[src/rtl/noc_output_credit_arbiter_if.sv]
// Signal bundle between the global switch-allocation inputs, switch traversal and the
// downstream credit-return path of one output port.
interface noc_output_credit_arbiter_if #(
  parameter int REQ_NUM  = 5,
  parameter int VC_NUM   = 4,
  parameter int VC_DEPTH = 2,
  parameter int QOS_W    = 4
);
  localparam int VC_W  = (VC_NUM > 1) ? $clog2(VC_NUM) : 1;
  localparam int CNT_W = $clog2(VC_DEPTH + 1);

  logic [REQ_NUM-1:0]       req_vld_i;
  logic [REQ_NUM*VC_W-1:0]  req_vc_id_i;
  logic [REQ_NUM*QOS_W-1:0] req_qos_i;
  logic                     st_rdy_i;
  logic                     grant_vld_o;
  logic [REQ_NUM-1:0]       grant_oh_o;
  logic [VC_W-1:0]          grant_vc_id_o;
  logic                     crd_rtn_vld_i;
  logic [VC_W-1:0]          crd_rtn_vc_id_i;
  logic [VC_NUM*CNT_W-1:0]  crd_cnt_o;
  logic                     crd_err_o;

  modport master (
    output req_vld_i, req_vc_id_i, req_qos_i, st_rdy_i, crd_rtn_vld_i, crd_rtn_vc_id_i,
    input  grant_vld_o, grant_oh_o, grant_vc_id_o, crd_cnt_o, crd_err_o
  );

  modport slave (
    input  req_vld_i, req_vc_id_i, req_qos_i, st_rdy_i, crd_rtn_vld_i, crd_rtn_vc_id_i,
    output grant_vld_o, grant_oh_o, grant_vc_id_o, crd_cnt_o, crd_err_o
  );
endinterface

[src/rtl/noc_output_credit_arbiter.sv]
// Output-port switch allocator: per-VC credit counters, QoS-first arbitration with
// round-robin tie breaking, one zero-latency grant per cycle.
module noc_output_credit_arbiter #(
  parameter int REQ_NUM  = 5,
  parameter int VC_NUM   = 4,
  parameter int VC_DEPTH = 2,
  parameter int QOS_W    = 4
) (
  input  logic                          clk,
  input  logic                          rstn,
  noc_output_credit_arbiter_if.slave    bus
);
  localparam int VC_W  = (VC_NUM > 1) ? $clog2(VC_NUM) : 1;
  localparam int CNT_W = $clog2(VC_DEPTH + 1);
  localparam int PTR_W = (REQ_NUM > 1) ? $clog2(REQ_NUM) : 1;

  logic [CNT_W-1:0]   crd_cnt [VC_NUM];
  logic [PTR_W-1:0]   ptr;
  logic               crd_err;

  logic [REQ_NUM-1:0] elig;
  logic [REQ_NUM-1:0] cand;
  logic [REQ_NUM-1:0] win_oh;
  logic [QOS_W-1:0]   max_qos;
  logic [PTR_W-1:0]   win_idx;
  logic [VC_W-1:0]    win_vc;
  logic               grant;
  logic               found;
  int                 scan_idx;
  logic [VC_NUM-1:0]  take;
  logic [VC_NUM-1:0]  give;

  // A requester is eligible only if its VC id names a real VC that still holds credit.
  always_comb begin
    // NOTE: every variable gets its default before any conditional write, so no latch is inferred.
    elig    = '0;
    cand    = '0;
    max_qos = '0;
    for (int i = 0; i < REQ_NUM; i++) begin
      for (int v = 0; v < VC_NUM; v++) begin
        if (bus.req_vld_i[i] && (bus.req_vc_id_i[i*VC_W +: VC_W] == VC_W'(v)) &&
            (crd_cnt[v] != '0)) begin
          elig[i] = 1'b1;
        end
      end
      if (elig[i] && (bus.req_qos_i[i*QOS_W +: QOS_W] > max_qos)) begin
        max_qos = bus.req_qos_i[i*QOS_W +: QOS_W];
      end
    end
    for (int i = 0; i < REQ_NUM; i++) begin
      cand[i] = elig[i] && (bus.req_qos_i[i*QOS_W +: QOS_W] == max_qos);
    end
  end

  // First top-QoS candidate found scanning upward from the pointer, with wrap.
  always_comb begin
    win_idx  = '0;
    found    = 1'b0;
    scan_idx = 0;
    for (int k = 0; k < REQ_NUM; k++) begin
      scan_idx = int'(ptr) + k;
      if (scan_idx >= REQ_NUM) scan_idx = scan_idx - REQ_NUM;
      if (!found && cand[scan_idx]) begin
        found   = 1'b1;
        win_idx = PTR_W'(scan_idx);
      end
    end
  end

  always_comb begin
    grant  = bus.st_rdy_i & (|elig);
    win_vc = bus.req_vc_id_i[win_idx*VC_W +: VC_W];
    win_oh = '0;
    if (grant) win_oh[win_idx] = 1'b1;
    for (int v = 0; v < VC_NUM; v++) begin
      take[v] = grant && (win_vc == VC_W'(v));
      give[v] = bus.crd_rtn_vld_i && (bus.crd_rtn_vc_id_i == VC_W'(v));
    end

    bus.grant_vld_o   = grant;
    bus.grant_oh_o    = win_oh;
    bus.grant_vc_id_o = grant ? win_vc : '0;
    bus.crd_err_o     = crd_err;
    bus.crd_cnt_o     = '0;
    for (int v = 0; v < VC_NUM; v++) begin
      bus.crd_cnt_o[v*CNT_W +: CNT_W] = crd_cnt[v];
    end
  end

  always_ff @(posedge clk or negedge rstn) begin
    if (!rstn) begin
      // NOTE: the credit counters are a few flops, not a RAM, so each one is reset to full credit.
      for (int v = 0; v < VC_NUM; v++) crd_cnt[v] <= CNT_W'(VC_DEPTH);
      ptr     <= '0;
      crd_err <= 1'b0;
    end else begin
      // NOTE: non-blocking assignments keep every register update based on pre-edge values.
      for (int v = 0; v < VC_NUM; v++) begin
        if (take[v] && !give[v]) begin
          crd_cnt[v] <= crd_cnt[v] - 1'b1;
        end else if (give[v] && !take[v]) begin
          if (crd_cnt[v] == CNT_W'(VC_DEPTH)) crd_err <= 1'b1;
          else                                crd_cnt[v] <= crd_cnt[v] + 1'b1;
        end
      end
      if (grant) ptr <= (win_idx == PTR_W'(REQ_NUM - 1)) ? '0 : win_idx + 1'b1;
    end
  end
endmodule

[src/flat_wrapper.sv]
// flat-port wrapper written by rule: the top's interface ports become plain ports
module noc_output_credit_arbiter_flat 
#(
  parameter int REQ_NUM  = 5,
  parameter int VC_NUM   = 4,
  parameter int VC_DEPTH = 2,
  parameter int QOS_W    = 4
)
  (clk, rstn, bus_req_vld_i, bus_req_vc_id_i, bus_req_qos_i, bus_st_rdy_i, bus_crd_rtn_vld_i, bus_crd_rtn_vc_id_i, bus_grant_vld_o, bus_grant_oh_o, bus_grant_vc_id_o, bus_crd_cnt_o, bus_crd_err_o);
  noc_output_credit_arbiter_if #(.REQ_NUM(REQ_NUM), .VC_NUM(VC_NUM), .VC_DEPTH(VC_DEPTH), .QOS_W(QOS_W)) bus_i ();
  input  logic clk;
  input  logic rstn;
  input wire logic [$bits(bus_i.req_vld_i)-1:0] bus_req_vld_i;
  input wire logic [$bits(bus_i.req_vc_id_i)-1:0] bus_req_vc_id_i;
  input wire logic [$bits(bus_i.req_qos_i)-1:0] bus_req_qos_i;
  input wire logic [$bits(bus_i.st_rdy_i)-1:0] bus_st_rdy_i;
  input wire logic [$bits(bus_i.crd_rtn_vld_i)-1:0] bus_crd_rtn_vld_i;
  input wire logic [$bits(bus_i.crd_rtn_vc_id_i)-1:0] bus_crd_rtn_vc_id_i;
  output wire logic [$bits(bus_i.grant_vld_o)-1:0] bus_grant_vld_o;
  output wire logic [$bits(bus_i.grant_oh_o)-1:0] bus_grant_oh_o;
  output wire logic [$bits(bus_i.grant_vc_id_o)-1:0] bus_grant_vc_id_o;
  output wire logic [$bits(bus_i.crd_cnt_o)-1:0] bus_crd_cnt_o;
  output wire logic [$bits(bus_i.crd_err_o)-1:0] bus_crd_err_o;
  assign bus_i.req_vld_i = bus_req_vld_i;
  assign bus_i.req_vc_id_i = bus_req_vc_id_i;
  assign bus_i.req_qos_i = bus_req_qos_i;
  assign bus_i.st_rdy_i = bus_st_rdy_i;
  assign bus_i.crd_rtn_vld_i = bus_crd_rtn_vld_i;
  assign bus_i.crd_rtn_vc_id_i = bus_crd_rtn_vc_id_i;
  assign bus_grant_vld_o = bus_i.grant_vld_o;
  assign bus_grant_oh_o = bus_i.grant_oh_o;
  assign bus_grant_vc_id_o = bus_i.grant_vc_id_o;
  assign bus_crd_cnt_o = bus_i.crd_cnt_o;
  assign bus_crd_err_o = bus_i.crd_err_o;
  noc_output_credit_arbiter #(.REQ_NUM(REQ_NUM), .VC_NUM(VC_NUM), .VC_DEPTH(VC_DEPTH), .QOS_W(QOS_W)) u_core (.clk(clk), .rstn(rstn), .bus(bus_i));
endmodule
[config.mk]
export PLATFORM = sky130hd
export DESIGN_NAME = noc_output_credit_arbiter_flat
export DESIGN_NICKNAME = d
export VERILOG_FILES = /design/src/rtl/noc_output_credit_arbiter_if.sv /design/src/rtl/noc_output_credit_arbiter.sv /design/src/flat_wrapper.sv
export SDC_FILE = /design/constraint.sdc
export NUM_CORES = 1
export LEC_CHECK = 0
export BUFFER_PORTS_ARGS = -buffer_cell sky130_fd_sc_hd__buf_2
export CAP_MARGIN = 0
export CORE_MARGIN = 4
export CORE_UTILIZATION = 55
export CTS_CLUSTER_SIZE = 8
export DETAILED_ROUTE_END_ITERATION = 16
export GPL_TIMING_DRIVEN = 0
export PLACE_DENSITY = 0.87
export SLEW_MARGIN = 20
export SYNTH_ARGS = -nofsm -noshare
export SYNTH_HDL_FRONTEND = slang
export SYNTH_SLANG_ARGS = --single-unit
export TNS_END_PERCENT = 50
[constraint.sdc]
create_clock -name clk -period 12.1 [get_ports clk]
set_clock_uncertainty 0.2 [all_clocks]
set_input_delay 0 -clock clk [delete_from_list [all_inputs] [get_ports clk]]
set_output_delay 0 -clock clk [all_outputs]
set_load 0.03 [all_outputs]
==> impl_results.md, run 1 <==
* Max_cap viols at 0
* Setup_tns at 0 ps
* Die width at 90.43 um
* FF+latch count, synth at 12
* Final setup fails at 0
* CTS H-tree depth at 1
* CP max stage delay at 590 ps
* Hold WS at -2.073 ps
* Critical Path RT at 12030 ps
* FMAX at 85.44 MHz
* P_leak at 1.997 nW
* Sinks on Clock Net at 12
* Worst-path fanout max at 10
* Final Cycle Share at 0.9672
* Critical path type: reg2reg
* Initial Util at 0.5787
* Max-Slew Margin vs Limit at 0.3950
* Final instance area at 0.004454 mm^2
* Total gr overflow at 0
* Final GP Congestion at 1.028
* Mapped Cells at 503
* Ys async rst share at 1.000
* Antenna cells at 0
* Main synth FF type: dfrtp_1
* PortBufs at 53
* Final hold violations at 1
* Vias/cell at 6.613
* Post-route DRC at 0
* Deepest clock path buffer count at 2
* Outcome: complete, but fails checks
* Worst setup margin at 396.4 ps
* Vias in the first global route at 4034
* Initial antenna violation count at 0
* Area Overhead vs Synth at 19.18%
* Die Y at 90.43 um
* Initial drt markers at 470
* Finished Layout Cells at 654
* Synth warnings at 0
* Num rows at 29
* Tmin final at 11700 ps
* Worst Setup End Kind: flip-flop
* Final slew viol count at 0
* Post-route ant nets at 0
* Num CTS Buffers at 3
* Largest net degree at the start of global routing at 11
* Core Region at 0.006459 mm^2
* Detailed Routing Iterations Pass 1 at 5
* Drt wl/cell at 18.01 um
* Post-Place Worst Slack at -787.9 ps
* Total wire length at 11780 um
* Syn Area/Cell at 7.430 um^2
* Failing checks: negative hold slack
* Clk Latency, worst-skew pair at 240 ps
* Pwr Total at 1.359 mW
* Root buffer cell: clkbuf_8
* Slowest cell on crit path: dfstp_2
* Full die area at 0.008178 mm^2
* Crit path DAT at 11630 ps
* Number of synthesized flops with an enable pin at 0
* Hold crit path type: in2reg
* DP HPWL at 8826 um
* I/O pins at 58
* Clock transition at the registers of the reported paths at 60 ps
* Crit start category: flip-flop
* Synth Net Count at 578
* Sequential-to-total area share from yosys stat at 0.08169
* DP Area at 0.004106 mm^2
* Via count at 4325
* First-pass GRT wire length at 18410 um
* Power Dens Cells at 305.1 mW/mm^2
* Mapped Area at 0.003737 mm^2
* Post-layout util at 0.6897
* Max rail drop VDD at 0.2659 mV
* Gr usage total at 0.2652
* Library cells used by synthesis at 91
* Post-placement cell count at 633
* Share of layout cells above drive strength 1 at 0.2548
* CTS tree: done
* Worst slew pin tran at 897.7 ps
* Post-layout net count at 653
## cell usage in the layout (no fill, tap or decap), types with 3 or more instances in the layout
cell type | Yosys | final
or3_1 | 9 | 9
ha_1 | 33 | 32
a21oi_1 | 21 | 21
a211oi_1 | 4 | 4
o211ai_1 | 3 | 3
a31oi_1 | 6 | 5
clkbuf_1 | 20 | 15
mux2i_1 | 10 | 9
o22ai_1 | 7 | 6
a21o_1 | 10 | 10
o221ai_1 | 3 | 3
nor2_1 | 43 | 41
and2_1 | 3 | 3
nand2_1 | 40 | 40
o21ai_0 | 22 | 20
nand4_1 | 9 | 9
nor3_1 | 16 | 16
mux4_2 | 4 | 4
inv_1 | 37 | 37
clkbuf_4 | 0 | 3
dfstp_2 | 4 | 4
o311ai_0 | 4 | 3
nand3_1 | 13 | 13
nand3b_1 | 4 | 4
xnor2_1 | 28 | 28
buf_4 | 0 | 16
xor2_1 | 18 | 18
mux2_4 | 2 | 3
or2_2 | 10 | 10
dfrtp_1 | 8 | 8
clkbuf_8 | 0 | 4
o21ai_1 | 1 | 3
nor2b_1 | 7 | 7
o21a_1 | 6 | 6
o211a_1 | 3 | 3
mux2_2 | 9 | 8
and3_1 | 6 | 6
buf_2 | 0 | 53
## path summary, 6_finish.rpt
path                                               from                 endpoint  slack [ps]  cells after the start
worst max-delay path            u_core.bus.crd_cnt_o[7]  u_core.bus.crd_cnt_o[4]         400                     55
worst min-delay path                       bus_st_rdy_i            u_core.ptr[2]          -2                      3
worst max register to register  u_core.bus.crd_cnt_o[7]  u_core.bus.crd_cnt_o[4]         400                     55
worst min register to register  u_core.bus.crd_cnt_o[5]  u_core.bus.crd_cnt_o[5]         350                      1
max in group asynchronous                          rstn            u_core.ptr[1]       10680                      3
min in group asynchronous                          rstn  u_core.bus.crd_cnt_o[7]         110                      2
## final cells by class
cell class                      instances  area, um^2
Buffer                                 21       101.3
Fill cell                             515        2004
Timing Repair Buffer                   70       397.9
Sequential cell                        12       305.3
Inverter                               39       151.4
Clock buffer                            4       55.05
Multi-Input combinational cell        431        3347
Tap cell                               77       96.34
## layer usage
layer	up-vias	routed length, um	global-route usage	part of all wire
li1	2007	-	-	-
met1	2051	4900	0.3387	0.42
met2	230	5597	0.4574	0.48
met3	37	948	0.02583	0.080
met4	0	332	0.1046	0.028
met5	-	0	0	0
## cells in the mapped netlist (6+ instances only)
| library cell | n | share of area |
|---|---|---|
| nand3_1 | 13 | 0.017 |
| nor2b_1 | 7 | 0.012 |
| mux2i_1 | 10 | 0.027 |
| nand4_1 | 9 | 0.015 |
| a21o_1 | 10 | 0.020 |
| ha_1 | 33 | 0.11 |
| dfrtp_1 | 8 | 0.054 |
| xnor2_1 | 28 | 0.066 |
| clkbuf_1 | 20 | 0.020 |
| and3_1 | 6 | 0.010 |
| nor2_1 | 43 | 0.043 |
| o22ai_1 | 7 | 0.012 |
| nor3_1 | 16 | 0.021 |
| nand2_1 | 40 | 0.040 |
| o21ai_0 | 22 | 0.029 |
| a21oi_1 | 21 | 0.028 |
| or2_2 | 10 | 0.017 |
| o21a_1 | 6 | 0.012 |
| mux2_2 | 9 | 0.027 |
| a31oi_1 | 6 | 0.010 |
| or3_1 | 9 | 0.015 |
| inv_1 | 37 | 0.037 |
| xor2_1 | 18 | 0.042 |
## what timing repair did
item	CTS	global route
hold buffers	2	0
gates resized for setup	10	31
cloned	0	1
hold endpoints to repair	12	0
buffers inserted	2	13
setup endpoints to repair	11	15
pin swaps	1	6
## critical path, delay by kind of cell, from the launching register on
kind,cells,cell delay [ps]
simple gates,19,3350
mux,3,1230
compound gates,18,3430
fa+ha+maj,5,1450
flops,1,590
buf+inv,10,1330
## report_power, final
group,total [mW],switching [mW],internal [mW]
logic,1.22,0.726,0.491
registers,0.0973,0.0319,0.0654
clock network,0.0444,0.0157,0.0288
## sequential cells by signal, indices dropped and copies added (netlist names)
register              cells
u_core.bus.crd_cnt_o      8
u_core.ptr                3
u_core.bus.crd_err_o      1
## cell families (layout without fill, tap and decap cells)
kind of cell / Yosys count / after routing / share of synthesized area
AND/OR/NAND/NOR: 186 / 186 / 0.2595
AO/OA/AOI/OAI: 136 / 137 / 0.2752
buffers and inverters: 61 / 134 / 0.06461
XOR/XNOR: 46 / 46 / 0.1078
adder cells (fa/ha/maj): 35 / 35 / 0.1185
multiplexers: 27 / 27 / 0.09274
flip-flops: 12 / 12 / 0.08169
No activity file was read; power rests on OpenSTA's default activity.
==> run 2, diff against run 1 <==
CORE_UTILIZATION = 40   (was 55)
PLACE_DENSITY = 0.69   (was 0.87)
SLEW_MARGIN = 40   (was 20)
clock period = 14.5 ns   (was 12.1 ns; I/O delays follow)
==> run 2 against run 1 <==
Against the previous run: the run now ends clean; final cell count up 3.1%; global-route usage down 5.5 points; worst hold slack improved by 99 ps; die area up 34%; total power decreased by 23%; critical path depth is 2 lower; sequential power down 16%; largest power group unchanged; sequential share of layout area up 0.36 points.
==> impl_results.md, run 2 (same netlist as run 1, synthesis figures left out) <==
* Outcome: completed (was complete, but fails checks)
* R2r setup slk at 1230 ps (was 400 ps)
* DP HPWL at 9343 um (was 8826 um)
* Total wire length at 11430 um (was 11780 um)
* Worst reg2reg path startpoint: u_core.bus.crd_cnt_o[7] (unchanged)
* Worst setup path startpoint: u_core.bus.crd_cnt_o[7] (unchanged)
* Max FFs per register at 8 (unchanged)
* Initial drt markers at 280 (was 470)
* RSZ-0062 raised after global routing: no
* Pwr Total at 1.043 mW (was 1.359 mW)
* Post-route ant nets at 0 (unchanged)
* Worst slew pin tran at 855.8 ps (was 897.7 ps)
* Number of setup buffers added after CTS at 0 (was 2)
* Clk pwr share at 0.037 (was 0.033)
* Power Dens Cells at 246.7 mW/mm^2 (was 305.1 mW/mm^2)
* Hold WS at 97.06 ps (was -2.073 ps)
* PortBufs at 53 (unchanged)
* Num rows at 35 (was 29)
* Combinational Power Share at 0.884 (was 0.896)
* Worst Setup End Kind: flip-flop (unchanged)
* Final GP Congestion at 0.9185 (was 1.028)
* I/O pins at 58 (unchanged)
* Final setup fails at 0 (unchanged)
* Worst setup margin at 1233 ps (was 396.4 ps)
* Post-CTS resize count at 0 (was 10)
* P_leak at 1.874 nW (was 1.997 nW)
* Antenna cells at 0 (unchanged)
* Finished Layout Cells at 674 (was 654)
* Vias in the first global route at 4060 (was 4034)
* Final instance area at 0.004229 mm^2 (was 0.004454 mm^2)
* Post-layout net count at 639 (was 653)
* NetSw at 0.5994 mW (was 0.7736 mW)
* Full die area at 0.01095 mm^2 (was 0.008178 mm^2)
* Max rail drop VDD at 0.2337 mV (was 0.2659 mV)
* Tmin final at 13270 ps (was 11700 ps)
* Sinks on Clock Net at 12 (unchanged)
* Clock transition at the registers of the reported paths at 60 ps (about the same)
* Deepest clock path buffer count at 2 (unchanged)
* CTS tree: done (unchanged)
* Die Y at 104.7 um (was 90.43 um)
* Commonest non-fill, non-tap cell in the layout: buf_2 (unchanged)
* Fill cell count at 914 (was 515)
* Power share of the sequential group at 0.079 (was 0.072)
* Area Overhead vs Synth at 13.16% (was 19.18%)
* Pint at 0.4440 mW (was 0.5853 mW)
* Critical Path RT at 14470 ps (was 12030 ps)
* Stages on the worst setup path at 53 (was 55)
* Share of layout cells above drive strength 1 at 0.2043 (was 0.2548)
* Largest net degree at the start of global routing at 11 (unchanged)
* DP Area at 0.004154 mm^2 (was 0.004106 mm^2)
* Clk Latency, worst-skew pair at 250 ps (was 240 ps)
* Final hold violations at 0 (was 1)
* Total gr overflow at 0 (unchanged)
* Max-Slew Margin vs Limit at 0.4223 (was 0.3950)
* R2R cell count at 53 (was 55)
* CTS H-tree depth at 1 (unchanged)
* Gr usage total at 0.2105 (was 0.2652)
* Critical path type: reg2reg (unchanged)
* Post-route DRC at 0 (unchanged)
* FMAX at 75.37 MHz (was 85.44 MHz)
* Detailed Routing Iterations Pass 1 at 5 (unchanged)
* CP max stage delay at 580 ps (was 590 ps)
* Reg-to-reg critical path endpoint: u_core.bus.crd_cnt_o[5] (was u_core.bus.crd_cnt_o[4])
* Post-layout util at 0.4621 (was 0.6897)
* Post-Place Worst Slack at 1485 ps (was -787.9 ps)
* Num CTS Buffers at 3 (unchanged)
* Post-placement cell count at 668 (was 633)
* Core Region at 0.009153 mm^2 (was 0.006459 mm^2)
* Hold crit path type: in2async (was in2reg)
* Worst-path fanout max at 10 (unchanged)
* Final Cycle Share at 0.9150 (was 0.9672)
* Drt wl/cell at 16.96 um (was 18.01 um)
* Sw Share at 0.5744 (was 0.5693)
* Initial antenna violation count at 0 (unchanged)
* Crit path DAT at 13240 ps (was 11630 ps)
* Setup_tns at 0 ps (unchanged)
* Buffer and inverter count on the worst path at 10 (unchanged)
* Vias/cell at 6.065 (was 6.613)
* Via count at 4088 (was 4325)
* Die width at 104.7 um (was 90.43 um)
* Commonest non-fill, non-tap cells in the layout: buf_2 (54), nor2_1 (43), nand2_1 (40), inv_1 (37), ha_1 (33) (was buf_2 (53), nor2_1 (41), nand2_1 (40), inv_1 (37), ha_1 (32))
* Crit start category: flip-flop (unchanged)
* Max_cap viols at 0 (unchanged)
* Slowest cell on crit path: dfstp_2 (unchanged)
* Initial Util at 0.4083 (was 0.5787)
* Top delay family on crit path: simple AND/OR/NAND/NOR gates (was compound AO/OA/AOI/OAI gates)
* Root buffer cell: clkbuf_8 (unchanged)
* Final slew viol count at 0 (unchanged)
* First-pass GRT wire length at 19550 um (was 18410 um)
[run 2: power by group through the flow]
stage | sequential [mW] | clock (mW) | combinational, mW
6_report | 0.0821 | 0.0386 | 0.923
5_1_grt | 0.0868 | 0.0405 | 1.02
4_1_cts | 0.0819 | 0.0387 | 0.914
3_5_place_dp | 0.0822 | 0 | 0.909
3_3_place_gp | 0.0820 | 0 | 0.887
2_1_floorplan | 0.0977 | 0 | 0.696
[run 2: how the worst max path moves through the flow]
stage,to,slack (ps)
floorplan,u_core.bus.crd_cnt_o[4],3380
global placement,u_core.bus.crd_cnt_o[4],1570
detailed placement,u_core.bus.crd_cnt_o[4],1480
CTS,u_core.bus.crd_cnt_o[4],1370
global route,u_core.bus.crd_cnt_o[4],190
finish,u_core.bus.crd_cnt_o[5],1230
[run 2: area by class of cell]
type | count | area (um^2) | area share
Tap cell | 111 | 138.9 | 0.03284
Clock buffer | 4 | 55.05 | 0.01302
Buffer | 22 | 90.09 | 0.02130
Multi-Input combinational cell | 430 | 3198 | 0.7562
Inverter | 39 | 151.4 | 0.03580
Timing Repair Buffer | 56 | 290.3 | 0.06864
Sequential cell | 12 | 305.3 | 0.07219
[run 2: metal layers]
metal / global-route usage / share of wire
met2: 0.3487 / 0.46
met3: 0.03706 / 0.091
met5: 0 / 0
met4: 0.05717 / 0.017
met1: 0.2818 / 0.43
[run 2: what timing repair did]
action,4_1_cts,5_1_grt
hold buffers,2,0
setup endpoints to repair,0,0
hold endpoints to repair,12,0
==> run 3, diff against run 2 <==
ABC_AREA = 0   (was default)
GPL_TIMING_DRIVEN = default   (was 0)
==> run 3 against run 2 <==
Against the previous run: routed wire length up 2.2%; via count down 0.68%; non-clock buffer count is 18 lower; setup slack better by 620 ps; first-iteration DRC count decreased by 18%; utilization is 0.79 points lower; largest cell class unchanged; sequential share of layout area up 0.13 points; die area did not move; flip-flop and latch count is the same; critical path type unchanged; clock power shrank 1%; design area is 1.7% lower; critical endpoint is now u_core.bus.crd_cnt_o[4].
==> impl_results.md, run 3 (same netlist as run 1, synthesis figures left out) <==
* Final slew viol count at 0 (unchanged)
* Initial drt markers at 230 (was 280)
* Share of layout cells above drive strength 1 at 0.2165 (was 0.2043)
* Die width at 104.7 um (unchanged)
* CTS H-tree depth at 1 (unchanged)
* Post-placement cell count at 650 (was 668)
* Area Overhead vs Synth at 11.22% (was 13.16%)
* Core Region at 0.009153 mm^2 (unchanged)
* DP Area at 0.004081 mm^2 (was 0.004154 mm^2)
* Post-layout net count at 621 (was 639)
* Outcome: completed (unchanged)
* CP max stage delay at 740 ps (was 580 ps)
* Final hold violations at 0 (unchanged)
* Worst Setup End Kind: flip-flop (unchanged)
* Power Dens Cells at 248.2 mW/mm^2 (was 246.7 mW/mm^2)
* Clk Latency, worst-skew pair at 250 ps (about the same)
* Max-Slew Margin vs Limit at 0.4775 (was 0.4223)
* Num CTS Buffers at 3 (unchanged)
* Fill cell count at 917 (was 914)
* Post-layout util at 0.4541 (was 0.4621)
* Total wire length at 11680 um (was 11430 um)
* Final Cycle Share at 0.8722 (was 0.9150)
* Initial antenna violation count at 0 (unchanged)
* Slowest cell on crit path: o41ai_1 (was dfstp_2)
* Final instance area at 0.004156 mm^2 (was 0.004229 mm^2)
* Antenna cells at 0 (unchanged)
* Worst reg2reg path startpoint: u_core.bus.crd_cnt_o[3] (was u_core.bus.crd_cnt_o[7])
* Final setup fails at 0 (unchanged)
* Final GP Congestion at 0.9717 (was 0.9185)
* Pwr Total at 1.032 mW (was 1.043 mW)
* PortBufs at 57 (was 53)
* I/O pins at 58 (unchanged)
* Detailed Routing Iterations Pass 1 at 5 (unchanged)
* Post-route DRC at 0 (unchanged)
* Vias in the first global route at 3982 (was 4060)
* RSZ-0062 raised after global routing: no (unchanged)
* DP HPWL at 9365 um (was 9343 um)
* First-pass GRT wire length at 19420 um (was 19550 um)
* Max FFs per register at 8 (unchanged)
* FMAX at 79.07 MHz (was 75.37 MHz)
* Hold crit path type: in2reg (was in2async)
* CTS tree: done (unchanged)
* Worst setup path startpoint: u_core.bus.crd_cnt_o[3] (was u_core.bus.crd_cnt_o[7])
* Clock transition at the registers of the reported paths at 60 ps (about the same)
* Largest net degree at the start of global routing at 21 (was 11)
* Top delay family on crit path: compound AO/OA/AOI/OAI gates (was simple AND/OR/NAND/NOR gates)
* Initial Util at 0.4083 (unchanged)
* Post-CTS resize count at 0 (unchanged)
* Setup_tns at 0 ps (unchanged)
* Buffer and inverter count on the worst path at 3 (was 10)
* Worst setup margin at 1854 ps (was 1233 ps)
* Post-Place Worst Slack at 2192 ps (was 1485 ps)
* Max_cap viols at 0 (unchanged)
* Drt wl/cell at 17.80 um (was 16.96 um)
* Critical path type: reg2reg (unchanged)
* Via count at 4060 (was 4088)
* Sinks on Clock Net at 12 (unchanged)
* Crit path DAT at 12640 ps (was 13240 ps)
* Root buffer cell: clkbuf_8 (unchanged)
* Commonest non-fill, non-tap cells in the layout: buf_2 (57), nor2_1 (42), nand2_1 (40), inv_1 (37), ha_1 (33) (was buf_2 (54), nor2_1 (43), nand2_1 (40), inv_1 (37), ha_1 (33))
* Worst-path fanout max at 20 (was 10)
* Critical Path RT at 14490 ps (was 14470 ps)
* Hold WS at 7.599 ps (was 97.06 ps)
* Max rail drop VDD at 0.1787 mV (was 0.2337 mV)
* Tmin final at 12650 ps (was 13270 ps)
* Vias/cell at 6.189 (was 6.065)
* Full die area at 0.01095 mm^2 (unchanged)
* Finished Layout Cells at 656 (was 674)
* Die Y at 104.7 um (unchanged)
* Num rows at 35 (unchanged)
* Total gr overflow at 0 (unchanged)
* HP Start: bus_st_rdy_i
* Worst slew pin tran at 773.7 ps (was 855.8 ps)
* Gr usage total at 0.2111 (was 0.2105)
* Commonest non-fill, non-tap cell in the layout: buf_2 (unchanged)
* Post-route ant nets at 0 (unchanged)
* Crit start category: flip-flop (unchanged)
* P_leak at 1.856 nW (was 1.874 nW)
* Deepest clock path buffer count at 2 (unchanged)
==> run 3: cell count changes in the layout (fill, tap and decap cells not counted) <==
cell,change
buf_1,-1
o41ai_2,-1
clkbuf_1,-20
buf_4,+1
nor2_1,-1
buf_2,+3
buf_6,-1
o41ai_1,+1
nor2_2,+1
==> run 3: area by class of cell <==
type,count,area [um^2],area share
timing repair buffer,60,312.8,0.07526
tap,111,138.9,0.03341
inverter,39,151.4,0.03642
clock buffer,4,55.05,0.01325
sequential,12,305.3,0.07345
multi-input combinational,430,3193,0.7682
==> run 3: per-layer routing <==
metal  global-route usage  routed length [um]  vias to the layer above
met4              0.04873                 174                        0
met3              0.04077                 986                       17
met2               0.3681                5463                      189
met1               0.2688                5056                     1912
li1                     -                   -                     1942
met5                    0                   0                        -
==> run 3: worst paths after layout <==
path	to	slack, ps	cells after the start
worst max-delay path	u_core.bus.crd_cnt_o[4]	1850	46
worst min-delay path	u_core.ptr[2]	8	4
worst max register to register	u_core.bus.crd_cnt_o[4]	1850	46
worst min register to register	u_core.bus.crd_cnt_o[1]	340	1
max in group asynchronous	u_core.bus.crd_cnt_o[2]	13110	3
min in group asynchronous	u_core.bus.crd_cnt_o[5]	100	2
==> run 3: repair_timing <==
item,4_1_cts,5_1_grt
endpoints found under the hold margin,12,0
hold buffers,2,0
setup buffers,0,0
==> run 3: power by group <==
part           internal (mW)  total, mW  switching (mW)  leakage (nW)
Combinational          0.354      0.906           0.552          1.69
Sequential            0.0544     0.0874          0.0330         0.139
Clock                 0.0241     0.0382          0.0141        0.0288
Total                  0.433       1.03           0.599          1.86
==> run 3: worst register-to-register path, delay by kind of cell (launching register included) <==
kind,cells,cell delay [ps]
AOI/OAI and AO/OA,17,4420
adders and majority gates,5,1790
buffers and inverters,3,240
and+or+nand+nor,17,3620
DFF,1,600
muxes,4,1720
